[config.mk]
export PLATFORM = sky130hd
export DESIGN_NAME = nabp_pe_accumulator_flat
export DESIGN_NICKNAME = d
export VERILOG_FILES = /design/src/rtl/nabp_pe_accumulator_pkg.sv /design/src/rtl/nabp_pe_accumulator_if.sv /design/src/rtl/nabp_pe_accu_buffer.sv /design/src/rtl/nabp_pe_accumulator.sv /design/src/flat_wrapper.sv
export SDC_FILE = /design/constraint.sdc
export NUM_CORES = 1
export LEC_CHECK = 0
export BUFFER_PORTS_ARGS = -buffer_cell sky130_fd_sc_hd__buf_2
export CORE_MARGIN = 3
export CORE_UTILIZATION = 56
export DETAILED_ROUTE_END_ITERATION = 6
export GPL_TIMING_DRIVEN = 0
export PLACE_DENSITY = 0.72
export SLEW_MARGIN = 20
export SYNTH_ARGS = -nofsm -noshare
export SYNTH_HDL_FRONTEND = slang
export SYNTH_SLANG_ARGS = --single-unit
[constraint.sdc]
create_clock -name clk -period 13.5 [get_ports clk]
set_input_delay 4.05 -clock clk [delete_from_list [all_inputs] [get_ports clk]]
set_output_delay 4.05 -clock clk [all_outputs]
set_load 0.1 [all_outputs]
[src/rtl/nabp_pe_accumulator_pkg.sv]
// Shared definitions for the backprojection PE accumulator: state encoding,
// global widths and the saturating-add rule used when folding a tap into a pixel sum.
package nabp_pe_accumulator_pkg;

  localparam int unsigned kFilteredDataLength = 16;
  localparam int unsigned kNoOfPartitions     = 8;

  typedef enum logic [1:0] {
    StClear,
    StWait,
    StAccu,
    StDrain
  } tPEState;

  // Operands arrive already sign-extended to 64 bits; result is clamped to an
  // acc_len-bit signed range so the caller can simply truncate.
  function automatic logic signed [63:0] sat_add(input logic signed [63:0] acc,
                                                 input logic signed [63:0] tap,
                                                 input int unsigned       acc_len);
    logic signed [63:0] sum;
    logic signed [63:0] hi;
    logic signed [63:0] lo;
    sum = acc + tap;
    hi  = (64'sd1 <<< (acc_len - 1)) - 64'sd1;
    lo  = -hi - 64'sd1;
    if (sum > hi) begin
      return hi;
    end
    if (sum < lo) begin
      return lo;
    end
    return sum;
  endfunction

endpackage

[src/rtl/nabp_pe_accumulator_if.sv]
// Tap stream in and drained-pixel stream out of one PE accumulator partition.
interface nabp_pe_accumulator_if #(
  parameter int unsigned pDataLength = 16,
  parameter int unsigned pAccuLength = 24,
  parameter int unsigned pPtrLength  = 5
);
  logic                          sw_pe_kick;
  logic                          tap_valid;
  logic signed [pDataLength-1:0] tap;
  logic                          out_ready;
  logic                          out_valid;
  logic [pPtrLength-1:0]         out_addr;
  logic signed [pAccuLength-1:0] out_val;
  logic                          line_done;

  modport master (
    output sw_pe_kick, tap_valid, tap, out_ready,
    input  out_valid, out_addr, out_val, line_done
  );

  modport slave (
    input  sw_pe_kick, tap_valid, tap, out_ready,
    output out_valid, out_addr, out_val, line_done
  );
endinterface

[src/rtl/nabp_pe_accu_buffer.sv]
// Pixel-sum register array: combinational read, single registered write port.
// Contents are not reset; the CLEAR pass zeroes them.
module nabp_pe_accu_buffer #(
  parameter int unsigned pSize       = 32,
  parameter int unsigned pAccuLength = 24,
  parameter int unsigned pPtrLength  = 5
) (
  input  logic                          clk,
  input  logic                          we,
  input  logic [pPtrLength-1:0]         addr,
  input  logic signed [pAccuLength-1:0] wdata,
  output logic signed [pAccuLength-1:0] rdata
);

  logic signed [pAccuLength-1:0] mem [pSize];

  always_ff @(posedge clk) begin
    if (we) begin
      mem[addr] <= wdata;
    end
  end

  assign rdata = mem[addr];

endmodule

[src/rtl/nabp_pe_accumulator.sv]
// Backprojection PE for one partition: clears its line buffer, accumulates
// pNoOfAngles tap passes with saturation, then drains the line with clear-on-read.
module nabp_pe_accumulator
  import nabp_pe_accumulator_pkg::*;
#(
  parameter int unsigned pDataLength  = kFilteredDataLength,
  parameter int unsigned pAccuLength  = 24,
  parameter int unsigned pSize        = 32,
  parameter int unsigned pNoOfAngles  = 180,
  parameter int unsigned pPtrLength   = 5,
  parameter int unsigned pAngleLength = 8
) (
  input  logic                   clk,
  input  logic                   reset,
  nabp_pe_accumulator_if.slave   bus,
  output logic                   busy,
  output logic                   err_kick_overrun
);

  localparam logic [pPtrLength-1:0]   kPtrLast   = pPtrLength'(pSize - 1);
  localparam logic [pAngleLength-1:0] kAngleLast = pAngleLength'(pNoOfAngles - 1);

  tPEState                       state_q, state_d;
  logic [pPtrLength-1:0]         ptr_q, ptr_d, ptr_inc;
  logic [pAngleLength-1:0]       angle_q, angle_d;
  logic                          err_q, err_d;
  logic                          ptr_last;
  logic                          mem_we;
  logic signed [pAccuLength-1:0] mem_wdata, mem_rdata, accu_sum;
  logic signed [pDataLength-1:0] tap_in;

  nabp_pe_accu_buffer #(
    .pSize      (pSize),
    .pAccuLength(pAccuLength),
    .pPtrLength (pPtrLength)
  ) u_buffer (
    .clk  (clk),
    .we   (mem_we),
    .addr (ptr_q),
    .wdata(mem_wdata),
    .rdata(mem_rdata)
  );

  assign tap_in   = bus.tap;
  assign ptr_last = (ptr_q == kPtrLast);
  assign ptr_inc  = ptr_q + pPtrLength'(1);
  assign accu_sum = pAccuLength'(sat_add(64'(mem_rdata), 64'(tap_in), pAccuLength));

  always_comb begin
    state_d   = state_q;
    ptr_d     = ptr_q;
    angle_d   = angle_q;
    // A kick is only meaningful in WAIT; anywhere else it is flagged and dropped.
    err_d     = err_q | (bus.sw_pe_kick & (state_q != StWait));
    mem_we    = 1'b0;
    mem_wdata = '0;
    unique case (state_q)
      StClear: begin
        mem_we = 1'b1;
        if (ptr_last) begin
          state_d = StWait;
          ptr_d   = '0;
          angle_d = '0;
        end else begin
          ptr_d = ptr_inc;
        end
      end
      StWait: begin
        if (bus.sw_pe_kick) begin
          state_d = StAccu;
          ptr_d   = '0;
        end
      end
      StAccu: begin
        if (bus.tap_valid) begin
          mem_we    = 1'b1;
          mem_wdata = accu_sum;
          if (ptr_last) begin
            ptr_d = '0;
            if (angle_q == kAngleLast) begin
              state_d = StDrain;
            end else begin
              angle_d = angle_q + pAngleLength'(1);
              state_d = StWait;
            end
          end else begin
            ptr_d = ptr_inc;
          end
        end
      end
      StDrain: begin
        if (bus.out_ready) begin
          mem_we = 1'b1;
          if (ptr_last) begin
            ptr_d   = '0;
            angle_d = '0;
            state_d = StWait;
          end else begin
            ptr_d = ptr_inc;
          end
        end
      end
      default: state_d = StClear;
    endcase
  end

  always_ff @(posedge clk or posedge reset) begin
    if (reset) begin
      state_q <= StClear;
      ptr_q   <= '0;
      angle_q <= '0;
      err_q   <= 1'b0;
    end else begin
      state_q <= state_d;
      ptr_q   <= ptr_d;
      angle_q <= angle_d;
      err_q   <= err_d;
    end
  end

  assign bus.out_valid    = (state_q == StDrain);
  assign bus.out_addr     = bus.out_valid ? ptr_q : '0;
  assign bus.out_val      = bus.out_valid ? mem_rdata : '0;
  assign bus.line_done    = bus.out_valid & bus.out_ready & ptr_last;
  assign busy             = (state_q == StClear);
  assign err_kick_overrun = err_q;

endmodule

[src/flat_wrapper.sv]
// flat-port wrapper written by rule: the top's interface ports become plain ports
module nabp_pe_accumulator_flat import nabp_pe_accumulator_pkg::*;
#(
  parameter int unsigned pDataLength  = kFilteredDataLength,
  parameter int unsigned pAccuLength  = 24,
  parameter int unsigned pSize        = 32,
  parameter int unsigned pNoOfAngles  = 180,
  parameter int unsigned pPtrLength   = 5,
  parameter int unsigned pAngleLength = 8
)
  (clk, reset, busy, err_kick_overrun, bus_sw_pe_kick, bus_tap_valid, bus_tap, bus_out_ready, bus_out_valid, bus_out_addr, bus_out_val, bus_line_done);
  nabp_pe_accumulator_if #(.pDataLength(pDataLength), .pAccuLength(pAccuLength), .pPtrLength(pPtrLength)) bus_i ();
  input  logic clk;
  input  logic reset;
  output logic busy;
  output logic err_kick_overrun;
  input wire logic [$bits(bus_i.sw_pe_kick)-1:0] bus_sw_pe_kick;
  input wire logic [$bits(bus_i.tap_valid)-1:0] bus_tap_valid;
  input wire logic [$bits(bus_i.tap)-1:0] bus_tap;
  input wire logic [$bits(bus_i.out_ready)-1:0] bus_out_ready;
  output wire logic [$bits(bus_i.out_valid)-1:0] bus_out_valid;
  output wire logic [$bits(bus_i.out_addr)-1:0] bus_out_addr;
  output wire logic [$bits(bus_i.out_val)-1:0] bus_out_val;
  output wire logic [$bits(bus_i.line_done)-1:0] bus_line_done;
  assign bus_i.sw_pe_kick = bus_sw_pe_kick;
  assign bus_i.tap_valid = bus_tap_valid;
  assign bus_i.tap = bus_tap;
  assign bus_i.out_ready = bus_out_ready;
  assign bus_out_valid = bus_i.out_valid;
  assign bus_out_addr = bus_i.out_addr;
  assign bus_out_val = bus_i.out_val;
  assign bus_line_done = bus_i.line_done;
  nabp_pe_accumulator #(.pDataLength(pDataLength), .pAccuLength(pAccuLength), .pSize(pSize), .pNoOfAngles(pNoOfAngles), .pPtrLength(pPtrLength), .pAngleLength(pAngleLength)) u_core (.clk(clk), .reset(reset), .bus(bus_i), .busy(busy), .err_kick_overrun(err_kick_overrun));
endmodule
==> summary.md <==
| Metric | Value |
|---|---|
| Mean Syn Cell Area | 20.3 um2 |
| Post-CTS Setup Bufs | 0 |
| Synth Flop Type | edfxtp_1 |
| Maximum vdd drop | 0.000157 V |
| Area growth, synth to finish | 15.6% |
| Wire length of the first global-routing pass | 130,000 um |
| Final HPWL DP | 58,500 um |
| Core ar. | 55,500 um2 |
| I/O pin cnt | 54 |
| Depth of the most critical reg-to-reg path | 16 |
| Static Leak | 12.2 nW |
| Fin crit share | 0.651 |
| Fraction of layout cells with a size suffix above 1 | 0.287 |
| Arrival @ worst endpoint | 4.74 ns |
| Crit path from | bus_out_ready |
| Ys async rst share | 0.0204 |
| Area of the multi-input gates | 8020 um2 |
| Relative slew slack | 0.211 |
| Crit path launch type | input port |
| Starting Density | 0.571 |
| Site Rows | 86 |
| Clk slew on worst S/H paths | 0.06 ns |
| Hold Path Class | reg2reg |
| First-pass detailed-route iteration total | 5 |
| Seq pwr share | 0.344 |
| R2r endpoint | u_core.u_buffer.mem[23][10]$_DFFE_PP_ |
| Vias in the first global route | 17.9k |
| # port buffers | 53 |
| Post-CTS Hold Fix Bufs | 0 |
| Fillers | 3,555 |
| Synth cell types | 68 |
| Fin. Hold Viols | 0 |
| Post-synthesis sequential area ratio | 0.740 |
| Worst-Skew Late Latency | 0.63 ns |
| DRC violations left | 0 |
| Root cell of the clock tree | clkbuf_16 |
| Post-Synthesis Cells | 1,560 |
| CP Buf/Inv Count | 2 |
| Crit-path most repeated cell | buf_2 |
| Synth warnings | 0 |
| H-tree lvl count | 3 |
| Pwr Density | 245 nW/um2 |
| GRT overflow | 0 |
| Worst path max stage delay | 0.42 ns |
| Die footprint | 59,500 um2 |
| Met3 Usage GRT | 0.0811 |
| Tot Pwr | 8.97 mW |
| Die height | 244 um |
| Syn Nets | 1,617 |
| F_max | 114 MHz |
| Status | complete, no violations |
| PnR worst setup slack | 4.71 ns |
| Via count | 17.9k |
| Skew final | 0.0222 ns |
| Wire length per cell | 35.9 um |
| CTS buffer count | 77 |
| Final core utilization | 0.660 |
| Largest net degree at the start of global routing | 33 |
| Seq cells post-synth | 784 |
| Crit Path Class | in2out |
| RSZ-0062 raised after global routing | no |
| Place WS | 4.72 ns |
| Register area | 23,500 um2 |
| Clock power frac | 0.239 |
| Crit Path Max Fanout | 3 |
| DP Cell Count | 2,414 |
| WL final | 91,600 um |
| CP Depth | 3 |
| CP endpoint | bus_line_done |
| Final net count | 1,803 |
| Register-to-register path setup slack | 6.25 ns |
| Met2 GRT Util | 0.479 |
| GRT Util Overall | 0.315 |
| Met1 Use GR | 0.430 |
| Comb power frac | 0.417 |
| Internal | 5.55 mW |
| Max-Cap Viols | 0 |
| CTS sink count | 784 |
| Setup_tns | 0 ns |
| Slowest CP cell | buf_2 |
| RePlAce Congestion | 0.948 |
| Final ANT Viol Nets | 0 |
| Tmin final | 8.79 ns |
| Die width | 244 um |
| FF-to-FF Start | u_core.ptr_q[1]$_DFFE_PP0P_ |
| Final setup vio count | 0 |
| Slew Limit Fails | 0 |
| Switching share of power | 0.381 |
| Number of flops mapped to enable cells by yosys | 768 |
| Sw power | 3.42 mW |
| Crit path max-delay family | buffers and inverters |
| Commonest non-fill, non-tap cells in the layout | 768 x edfxtp_1, 192 x mux4_2, 96 x a22oi_1 |
| CP Data Required Time | 9.45 ns |
| Post-CTS resize count | 0 |
| CP Cell Sequence | buf_2, and3_1, buf_2 |
| Initial antenna violation count | 2 |
| Mapped cell area | 31,700 um2 |
| Critical Path Sink Type | output pin |
| Worst slew pin tran | 1.18 ns |
| Final non-filler cell total | 2,556 |
| CTS max path bufs | 3 |
| Via/cell ratio | 6.98 |
| Commonest non-fill, non-tap cell in the layout | edfxtp_1 |
| GR peak layer | met2 |
| CTS tree | done |
| Initial DRC count | 2,832 |
## worst register-to-register path: stages, from the launching register on
cell      delay (ns)
dfrtp_1         0.39
clkbuf_1        0.36
clkbuf_1        0.86
buf_1           0.88
mux4_2          0.44
a22oi_1         0.17
nand4_1         0.27
ha_1            0.38
a21o_1          0.15
a21oi_1         0.10
o21ai_0         0.57
a41o_2          0.39
a41oi_2         0.17
o21a_2          0.29
or3_1           0.36
o21ai_4         0.17
o21a_1          0.92
## layer usage
| metal | up-vias | share of wire |
|---|---|---|
| met5 | - | 0.000087 |
| met4 | 2 | 0.053 |
| met3 | 259 | 0.13 |
| met2 | 1417 | 0.46 |
| met1 | 9219 | 0.36 |
| li1 | 6955 | - |
## area by class of cell
| class | instances | area share |
|---|---|---|
| Clock buffer | 101 | 0.0576 |
| Sequential cell | 784 | 0.640 |
| Buffer | 85 | 0.0104 |
| Antenna cell | 1 | 0.0000683 |
| Tap cell | 748 | 0.0255 |
| Inverter | 14 | 0.00143 |
| Clock inverter | 39 | 0.0107 |
| Multi-Input combinational cell | 677 | 0.219 |
| Timing Repair Buffer | 107 | 0.0350 |
## flip-flops by register name (all words and copies together) (netlist names)
register	flops
u_core.u_buffer.mem	768
u_core.state_q	2
u_core.angle_q	8
u_core.ptr_q	5
u_core.err_kick_overrun	1
## Yosys cell counts, drive strengths merged, types with 5 or more instances
library cell / n / share of area
dfrtp: 16 / 0.013
o21a: 12 / 0.0029
clkbuf: 61 / 0.0072
mux4: 192 / 0.14
inv: 14 / 0.0017
nor2: 18 / 0.0026
a22oi: 96 / 0.023
buf: 24 / 0.0044
a21o: 14 / 0.0033
nor3: 5 / 0.00079
and3: 46 / 0.0092
xor2: 9 / 0.0025
o21ai: 23 / 0.0043
a221oi: 10 / 0.0043
xnor2: 12 / 0.0033
ha: 35 / 0.014
nand2: 49 / 0.0059
a31oi: 5 / 0.0012
o31ai: 6 / 0.0014
and2: 27 / 0.0054
edfxtp: 768 / 0.73
nand4: 26 / 0.0051
nand3: 9 / 0.0014
a21oi: 39 / 0.0072
## worst min-delay path by stage
stage | from | end | slack (ns) | depth (start not counted)
floorplan | u_core.angle_q[7]$_DFFE_PP0P_ | u_core.angle_q[7]$_DFFE_PP0P_ | 0.45 | 1
global placement | u_core.err_kick_overrun$_DFF_PP0_ | u_core.err_kick_overrun$_DFF_PP0_ | 0.44 | 1
detailed placement | u_core.err_kick_overrun$_DFF_PP0_ | u_core.err_kick_overrun$_DFF_PP0_ | 0.45 | 1
CTS | u_core.err_kick_overrun$_DFF_PP0_ | u_core.err_kick_overrun$_DFF_PP0_ | 0.47 | 1
global route | u_core.err_kick_overrun$_DFF_PP0_ | u_core.err_kick_overrun$_DFF_PP0_ | 0.49 | 1
finish | u_core.err_kick_overrun$_DFF_PP0_ | u_core.err_kick_overrun$_DFF_PP0_ | 0.47 | 1
## cells by family (layout without fill, tap and decap cells)
family | after synthesis | after routing | synth area share
AND/OR/NAND/NOR | 196 | 196 | 0.0341
multiplexers | 194 | 194 | 0.137
flip-flops | 784 | 784 | 0.740
other | 0 | 1 | 0
AO/OA/AOI/OAI | 228 | 228 | 0.0543
adder cells (fa/ha/maj) | 38 | 38 | 0.0152
XOR/XNOR | 21 | 21 | 0.00580
buffers and inverters | 99 | 346 | 0.0133
## power groups by stage
stage / Combinational (mW) / Sequential, mW / Clock [mW]
after floorplan: 2.38 / 3.13 / 0
after global placement: 3.35 / 3.14 / 0
after detailed placement: 3.66 / 3.14 / 0
after CTS: 3.68 / 3.09 / 2.16
after global routing: 3.92 / 3.10 / 2.25
final: 3.74 / 3.09 / 2.14
## per-stage QoR
step                      instance area (um2)  hold WS [ns]
final                                   36600         0.471
after global routing                    36600         0.489
after CTS                               36600         0.466
after detailed placement                34100         0.452
after global placement                  32900         0.436
after floorplan                         31700         0.452
Note: power is estimated with default switching activity, not from simulation.
